<file path="config.mk">
export PLATFORM = sky130hd
export DESIGN_NAME = unidade_controle_busca_flat
export DESIGN_NICKNAME = d
export VERILOG_FILES = /design/src/rtl/uc_busca_pkg.sv /design/src/rtl/unidade_controle_busca_if.sv /design/src/rtl/unidade_controle_busca_contador_passo.sv /design/src/rtl/unidade_controle_busca.sv /design/src/flat_wrapper.sv
export SDC_FILE = /design/constraint.sdc
export NUM_CORES = 1
export LEC_CHECK = 0
export BUFFER_PORTS_ARGS = -buffer_cell sky130_fd_sc_hd__clkbuf_2
export CAP_MARGIN = 20
export CORE_UTILIZATION = 50
export DETAILED_ROUTE_END_ITERATION = 16
export PLACE_DENSITY = 0.7
export SLEW_MARGIN = 10
export SYNTH_ARGS = -nofsm -noshare
export SYNTH_HDL_FRONTEND = slang
export SYNTH_HIERARCHICAL = 1
export SYNTH_SLANG_ARGS = --single-unit
</file>
<file path="constraint.sdc">
create_clock -name clock -period 2.4 [get_ports clock]
set_input_delay 0.12 -clock clock [delete_from_list [all_inputs] [get_ports clock]]
set_output_delay 0.12 -clock clock [all_outputs]
set_load 0.01 [all_outputs]
</file>
<file path="src/rtl/uc_busca_pkg.sv">
// Shared encodings and defaults for the paced linear-search control unit.
package uc_busca_pkg;

    localparam logic [3:0] ST_INICIAL    = 4'h0;
    localparam logic [3:0] ST_PREPARA    = 4'h1;
    localparam logic [3:0] ST_COMPARA    = 4'h2;
    localparam logic [3:0] ST_ESPERA     = 4'h3;
    localparam logic [3:0] ST_INCREMENTA = 4'h4;
    localparam logic [3:0] ST_CARREGA    = 4'h8;
    localparam logic [3:0] ST_ACHOU      = 4'hA;
    localparam logic [3:0] ST_ESGOTOU    = 4'hE;

    localparam int PASSO_W_DEF = 16;

    typedef enum logic [3:0] {
        INICIAL    = ST_INICIAL,
        PREPARA    = ST_PREPARA,
        COMPARA    = ST_COMPARA,
        ESPERA     = ST_ESPERA,
        INCREMENTA = ST_INCREMENTA,
        CARREGA    = ST_CARREGA,
        ACHOU      = ST_ACHOU,
        ESGOTOU    = ST_ESGOTOU
    } estado_t;

endpackage

</file>
<file path="src/rtl/unidade_controle_busca_if.sv">
// Control/status bundle between the search control unit and the counter datapath.
// Optional UC_PAUSA_EN adds the pausa input.
interface unidade_controle_busca_if;
    logic       iniciar;
    logic       carregar;
    logic       igual;
    logic       fim;
    logic       zera;
    logic       carrega;
    logic       conta;
    logic       pronto;
    logic       achou;
    logic [3:0] db_estado;
`ifdef UC_PAUSA_EN
    logic       pausa;
`endif

    modport master (
        input  iniciar, carregar, igual, fim,
`ifdef UC_PAUSA_EN
        input  pausa,
`endif
        output zera, carrega, conta, pronto, achou, db_estado
    );

    modport slave (
        output iniciar, carregar, igual, fim,
`ifdef UC_PAUSA_EN
        output pausa,
`endif
        input  zera, carrega, conta, pronto, achou, db_estado
    );
endinterface

</file>
<file path="src/rtl/unidade_controle_busca_contador_passo.sv">
// Pace counter: counts ESPERA cycles, done flags the last one (PASSO-1).
module contador_passo #(
    parameter int PASSO   = 1,
    parameter int PASSO_W = 16
) (
    input  logic clock,
    input  logic reset,
    input  logic clr,
    input  logic en,
    output logic done
);
    logic [PASSO_W-1:0] cnt_q, cnt_d;

    always_comb begin
        cnt_d = cnt_q;
        if (clr)     cnt_d = '0;
        else if (en) cnt_d = cnt_q + 1'b1;
    end

    always_ff @(posedge clock) begin
        if (reset) cnt_q <= '0;
        else       cnt_q <= cnt_d;
    end

    assign done = (cnt_q == PASSO_W'(PASSO - 1));
endmodule

</file>
<file path="src/rtl/unidade_controle_busca.sv">
// Moore control unit for a paced linear search over the 4-bit counter datapath.
// Optional UC_PAUSA_EN: pausa freezes the machine while it waits in ESPERA.
module unidade_controle_busca
    import uc_busca_pkg::*;
#(
    parameter int PASSO   = 1,
    parameter int PASSO_W = PASSO_W_DEF
) (
    input  logic                     clock,
    input  logic                     reset,
    unidade_controle_busca_if.master bus
);
    estado_t state_q, state_d;
    logic    zera_q, carrega_q, conta_q, pronto_q, achou_q;
    logic    zera_d, carrega_d, conta_d, pronto_d, achou_d;
    logic    passo_clr, passo_en, passo_done;
    logic    pausado;

`ifdef UC_PAUSA_EN
    assign pausado = bus.pausa;
`else
    assign pausado = 1'b0;
`endif

    contador_passo #(.PASSO(PASSO), .PASSO_W(PASSO_W)) u_passo (
        .clock (clock),
        .reset (reset),
        .clr   (passo_clr),
        .en    (passo_en),
        .done  (passo_done)
    );

    always_comb begin
        state_d   = state_q;
        passo_clr = 1'b0;
        passo_en  = 1'b0;
        case (state_q)
            INICIAL: begin
                if (bus.iniciar)       state_d = PREPARA;
                else if (bus.carregar) state_d = CARREGA;
            end
            CARREGA:    state_d = INICIAL;
            PREPARA:    state_d = COMPARA;
            COMPARA: begin
                if (bus.igual)    state_d = ACHOU;
                else if (bus.fim) state_d = ESGOTOU;
                else begin
                    state_d   = ESPERA;
                    passo_clr = 1'b1;
                end
            end
            ESPERA: begin
                if (!pausado) begin
                    if (passo_done) state_d  = INCREMENTA;
                    else            passo_en = 1'b1;
                end
            end
            INCREMENTA: state_d = COMPARA;
            ACHOU, ESGOTOU: begin
                if (bus.iniciar) state_d = PREPARA;
            end
            default:    state_d = INICIAL;
        endcase

        // Outputs are decoded from the next state so the registered copies line up with state_q.
        zera_d    = (state_d == PREPARA);
        carrega_d = (state_d == CARREGA);
        conta_d   = (state_d == INCREMENTA);
        pronto_d  = (state_d == ACHOU) || (state_d == ESGOTOU);
        achou_d   = (state_d == ACHOU);
    end

    always_ff @(posedge clock) begin
        if (reset) begin
            state_q   <= INICIAL;
            zera_q    <= 1'b0;
            carrega_q <= 1'b0;
            conta_q   <= 1'b0;
            pronto_q  <= 1'b0;
            achou_q   <= 1'b0;
        end else begin
            state_q   <= state_d;
            zera_q    <= zera_d;
            carrega_q <= carrega_d;
            conta_q   <= conta_d;
            pronto_q  <= pronto_d;
            achou_q   <= achou_d;
        end
    end

    assign bus.zera      = zera_q;
    assign bus.carrega   = carrega_q;
    assign bus.conta     = conta_q;
    assign bus.pronto    = pronto_q;
    assign bus.achou     = achou_q;
    assign bus.db_estado = state_q;
endmodule
</file>
<file path="src/flat_wrapper.sv">
// flat-port wrapper written by rule: the top's interface ports become plain ports
module unidade_controle_busca_flat import uc_busca_pkg::*;
#(
    parameter int PASSO   = 1,
    parameter int PASSO_W = PASSO_W_DEF
)
  (clock, reset, bus_iniciar, bus_carregar, bus_igual, bus_fim, bus_zera, bus_carrega, bus_conta, bus_pronto, bus_achou, bus_db_estado);
  unidade_controle_busca_if bus_i ();
  input  logic clock;
  input  logic reset;
  input wire logic [$bits(bus_i.iniciar)-1:0] bus_iniciar;
  input wire logic [$bits(bus_i.carregar)-1:0] bus_carregar;
  input wire logic [$bits(bus_i.igual)-1:0] bus_igual;
  input wire logic [$bits(bus_i.fim)-1:0] bus_fim;
  output wire logic [$bits(bus_i.zera)-1:0] bus_zera;
  output wire logic [$bits(bus_i.carrega)-1:0] bus_carrega;
  output wire logic [$bits(bus_i.conta)-1:0] bus_conta;
  output wire logic [$bits(bus_i.pronto)-1:0] bus_pronto;
  output wire logic [$bits(bus_i.achou)-1:0] bus_achou;
  output wire logic [$bits(bus_i.db_estado)-1:0] bus_db_estado;
  assign bus_i.iniciar = bus_iniciar;
  assign bus_i.carregar = bus_carregar;
  assign bus_i.igual = bus_igual;
  assign bus_i.fim = bus_fim;
  assign bus_zera = bus_i.zera;
  assign bus_carrega = bus_i.carrega;
  assign bus_conta = bus_i.conta;
  assign bus_pronto = bus_i.pronto;
  assign bus_achou = bus_i.achou;
  assign bus_db_estado = bus_i.db_estado;
  unidade_controle_busca #(.PASSO(PASSO), .PASSO_W(PASSO_W)) u_core (.clock(clock), .reset(reset), .bus(bus_i));
endmodule
</file>
* After elaboration in Yosys (flattened, before gate mapping)
Index checks and enable logic that the tools add are counted.
Storage, ports and cells: flip-flop bits (word level) 25, output and inout port bits 9, logic and storage cells 37, input port bits 6
Operators by class: add/sub/neg operators 1, eq/ne operators 11, reduce and logical (&&, ||, !) cells 6, muxes and demuxes 12
Operator list (number):
- $mux W4 | 6
- $eq A4 B4 Y1 const B | 5
- $pmux W4 S5 | 1
- $add A16 B1 Y16 const B | 1
- $logic_not A16 Y1 | 1
- $eq A4 B1 Y1 const B | 2
- $eq A4 B2 Y1 const B | 2
- $eq A4 B3 Y1 const B | 2
- $reduce_or A2 Y1 | 3
- $mux W1 | 5
- $logic_not A4 Y1 | 1
- $logic_or A1 B1 Y1 | 1

* Longest topological paths before layout
depth in word-level cells 5, mapped depth 10, gate-level depth less buffers 10

* Cells and area by module
The synthesis kept the hierarchy.
By module, submodules not included:
- contador_passo | cells each 88, area each 763.2 um^2, times used 1, seq. area each 320.3 um^2
- unidade_controle_busca | cells each 48, area each 431.7 um^2, times used 1, seq. area each 180.2 um^2

* Worst setup path before layout
No wires, ideal clock.
path kind register -> register, start reg u_core.u_passo.cnt_q[0], end reg u_core.u_passo.cnt_q[13], required time 2284 ps, period minus slack after synthesis 2553 ps, path buffers 0, arrival 2437 ps, path slack -153 ps, cell stages (with the launch flop) 11, path through dfxtp_1 -> inv_1 -> ha_1 -> nor4b_1 -> and4_1 -> nand2b_1 -> nor2_1 -> nand4_1 -> nor4_1 -> a31oi_1 -> a41o_1
Between the ends: cells in the longest elaborated chain, start to end 3
RTL lines:
- start, declared | RTL line unidade_controle_busca_contador_passo.sv:12 | logic [PASSO_W-1:0] cnt_q, cnt_d;
- start signal, assigned | RTL line unidade_controle_busca_contador_passo.sv:22 | else cnt_q <= cnt_d;
- $logic_not A16 Y1 | RTL line unidade_controle_busca_contador_passo.sv:25 | assign done = (cnt_q == PASSO_W'(PASSO - 1));
- net u_core.passo_done | RTL line unidade_controle_busca.sv:16 | logic passo_clr, passo_en, passo_done;
- $mux W1 | RTL line unidade_controle_busca.sv:54 | if (passo_done) state_d = INCREMENTA;
- $mux W1 | RTL line unidade_controle_busca.sv:37 | case (state_q)
- net u_core.passo_en | RTL line unidade_controle_busca.sv:16
The timed path passes the listed nets, and every way through them passes these cells. A chain may end at the register's enable or synchronous reset.

* Final worst setup path
start reg u_core.u_passo.cnt_q[0], end reg u_core.u_passo.cnt_q[15]
The elaborated chain is that of the path after synthesis.

==> results.md <==
* Outcome: finished clean
* Routed Antenna Nets at 0
* GRT Util Overall at 22.39%
* H-Tree Depth at 1
* Unique masters post-synth at 40
* Critical Path Source: u_core/u_passo/cnt_q[0]$_SDFFE_PP0P_
* Post-Syn Area at 1195 µm²
* Worst Setup EP: u_core/u_passo/cnt_q[15]$_SDFFE_PP0P_
* WL met2 at 1184 µm
* Nets@finish at 171
* Clock buffer depth at 2
* Syn. warnings at 6
* Arrival @ worst endpoint at 2.52 ns
* R2R Path End: u_core/u_passo/cnt_q[15]$_SDFFE_PP0P_
* TritonCTS clock tree: built
* Core Footprint at 2233 µm²
* Final count of hold timing violations at 0
* RSZ-0062 raised after global routing: false
* Synth top area cells: dfxtp_1 (42%), nor2_1 (6.0%), xnor2_1 (4.4%)
* Pre-antenna DRT Iters at 4
* Reg2Reg Depth at 10
* Hpwl dp at 1789 µm
* Total chip power at 0.7270 mW
* Worst vdd ir at 368.9 µV
* GP Congestion at 0.8425
* Crit path capture type: flop
* Die Width at 50.89 µm
* Global-route wire length before repair at 4429 µm
* Grt ovf at 0
* Finished Core Util at 63.81%
* CTS sink count at 25
* Ant. Diodes at 0
* WL final at 2388 µm
* Wirelength per Cell at 12.57 µm
* Slew Limit Fails at 0
* IO Count at 15
* Post-DP Area at 1339 µm²
* Area grow syn2layout at 19.27%
* Initial drt markers at 10
* CTS clk-pin slew, worst paths at 0.14 ns
* Max layer used: met4
* Max-Cap Viols at 0
* Pin count of the biggest net entering global routing at 17
* Initial antenna violation count at 0
* Fin worst setup slack at 0.1422 ns
* Flop-to-flop setup slack at 0.14 ns
* Data required time of the critical path at 2.66 ns
* Initial Util at 53.50%
* Post-Synthesis Cells at 136
* CP Launch Type: flop
* Via count at 1059
* Peak Freq at 0.4429 GHz
* Synth top area share at 41.88%
* Yosys reg bits at 25
* Post-DR vias/cell at 5.574
* Number of global-route vias before repair at 1024
* Leak at 0.5488 nW
* Hold Crit Class: input pin to flop
* Ratio of cells with drive above 1 in the final layout at 30.25%
* Met1 WL at 1085 µm
* CP max FO at 4
* Skew final at 0.003019 ns
* Die height at 50.89 µm
* Commonest non-fill, non-tap cell in the layout: dfxtp_1
* Pwr dens at 510.1 nW/µm²
* RR Startpoint: u_core/u_passo/cnt_q[0]$_SDFFE_PP0P_
* Skew-Pair Late Insertion Delay at 0.32 ns
* Area leader, netlist: dfxtp_1
* Final Cell Area at 1425 µm²
* DRC violations left at 0
* # rows at 17
* Period utilization at 94.07%
* Dpl cells at 182
* Sequential element share of the synthesized area at 41.88%
* Post-synthesis async set-or-reset flop share at 0%
* EDFF count, synth at 0
* Synth Flop Type: dfxtp_1
* Layout Cells excl Fill at 190
* IO buf count at 14
* Worst hold slack at 0.02024 ns
* Worst slack, placed at 0.05465 ns
* Avg Cell Area, Syn at 8.786 µm²
* WS Path Type: flop to flop
* Min Tclk post-route at 2.258 ns
* Worst hold start: bus_carregar
* Final setup viols at 0
* CTS root buf: clkbuf_4
* Most frequent cells in the layout: dfxtp_1 (23), nor2_1 (18), clkbuf_2 (14)
* Slew headroom at 67.41%
* Measured slew at the worst slew-check pin at 0.4837 ns
* Die area at 2589 µm²
* Met3 wire length at 90 µm
* CTS Buf Count at 3
* Mapped Nets at 144
* Final TNS setup at 0 ns
-- power breakdown --
| part | switching (mW) | leakage (nW) | total [mW] | internal (mW) |
|---|---|---|---|---|
| sequential | 0.0122 | 0.203 | 0.439 | 0.427 |
| combinational | 0.0557 | 0.332 | 0.0959 | 0.0402 |
| clock | 0.128 | 0.0139 | 0.192 | 0.0637 |
-- worst max-delay path, cell delays in order (launching register included) --
cell,delay (ns)
dfxtp_2,0.35
inv_1,0.04
ha_1,0.18
nor4b_1,0.13
and4_1,0.22
nand2b_4,0.15
nor2_4,0.15
nand4_1,0.19
buf_4,0.20
or4_1,0.46
a21oi_1,0.14
-- flip-flops by register name, indices dropped and copies added, names as in the netlist --
| register | flops |
|---|---|
| u_core/bus.conta | 1 |
| u_core/bus.pronto | 1 |
| u_core/bus.carrega | 1 |
| u_core/bus.zera | 1 |
| u_core/bus.achou | 1 |
| u_core/bus.db_estado | 4 |
| u_core/u_passo/cnt_q | 16 |
-- kinds of logic after synthesis --
kind of cell | Yosys count | share of synthesized area [%]
mux | 1 | 0.8377
xor+xnor | 10 | 7.330
fa+ha+maj | 2 | 2.094
simple gates | 69 | 33.20
compound gates | 20 | 10.58
buf+inv | 9 | 4.084
flops | 25 | 41.88
-- routing by layer --
metal / GRT usage (%) / vias to the layer above
li1: - / 536
met4: 7.870 / 0
met3: 2.976 / 4
met2: 38.22 / 25
met5: 0 / -
met1: 28.86 / 494
-- final cells by class --
class / count / area, µm²
fill: 200 / 808.3
multi-input combinational: 102 / 678.2
sequential: 25 / 503.0
timing repair buffer: 26 / 160.2
tap: 28 / 35.03
clock buffer: 3 / 22.52
inverter: 5 / 18.77
clock inverter: 1 / 7.507
-- worst min path at each step --
| stage | endpoint | slack (ns) | cells past startpoint |
|---|---|---|---|
| 2_1_floorplan | u_core/bus.db_estado[3]$_SDFF_PP0_ | 0.18 | 1 |
| 3_3_place_gp | u_core/bus.carrega$_SDFF_PP0_ | 0.37 | 3 |
| 3_5_place_dp | u_core/bus.carrega$_SDFF_PP0_ | 0.37 | 3 |
| 4_1_cts | u_core/bus.carrega$_SDFF_PP0_ | 0.02 | 3 |
| 5_1_grt | u_core/bus.carrega$_SDFF_PP0_ | 0.02 | 3 |
| 6_report | u_core/bus.carrega$_SDFF_PP0_ | 0.02 | 3 |
-- what timing repair did --
action                                  4_1_cts  5_1_grt
hold buffers                                  0        0
endpoints found under the setup margin        0        6
resized for setup                             0        7
setup buffers                                 0        4
-- cells in the mapped netlist (all sizes together), types with 3 or more instances --
| cell | instances |
|---|---|
| nand3 | 4 |
| inv | 5 |
| nor4b | 3 |
| dfxtp | 25 |
| xnor2 | 6 |
| nand2 | 8 |
| or4 | 3 |
| nor3 | 5 |
| o21ai | 6 |
| nor2 | 19 |
| or3 | 4 |
| and3 | 3 |
| nand4 | 4 |
| nor4 | 6 |
| xor2 | 4 |
| a21oi | 8 |
(Power assumes the default switching activity.)
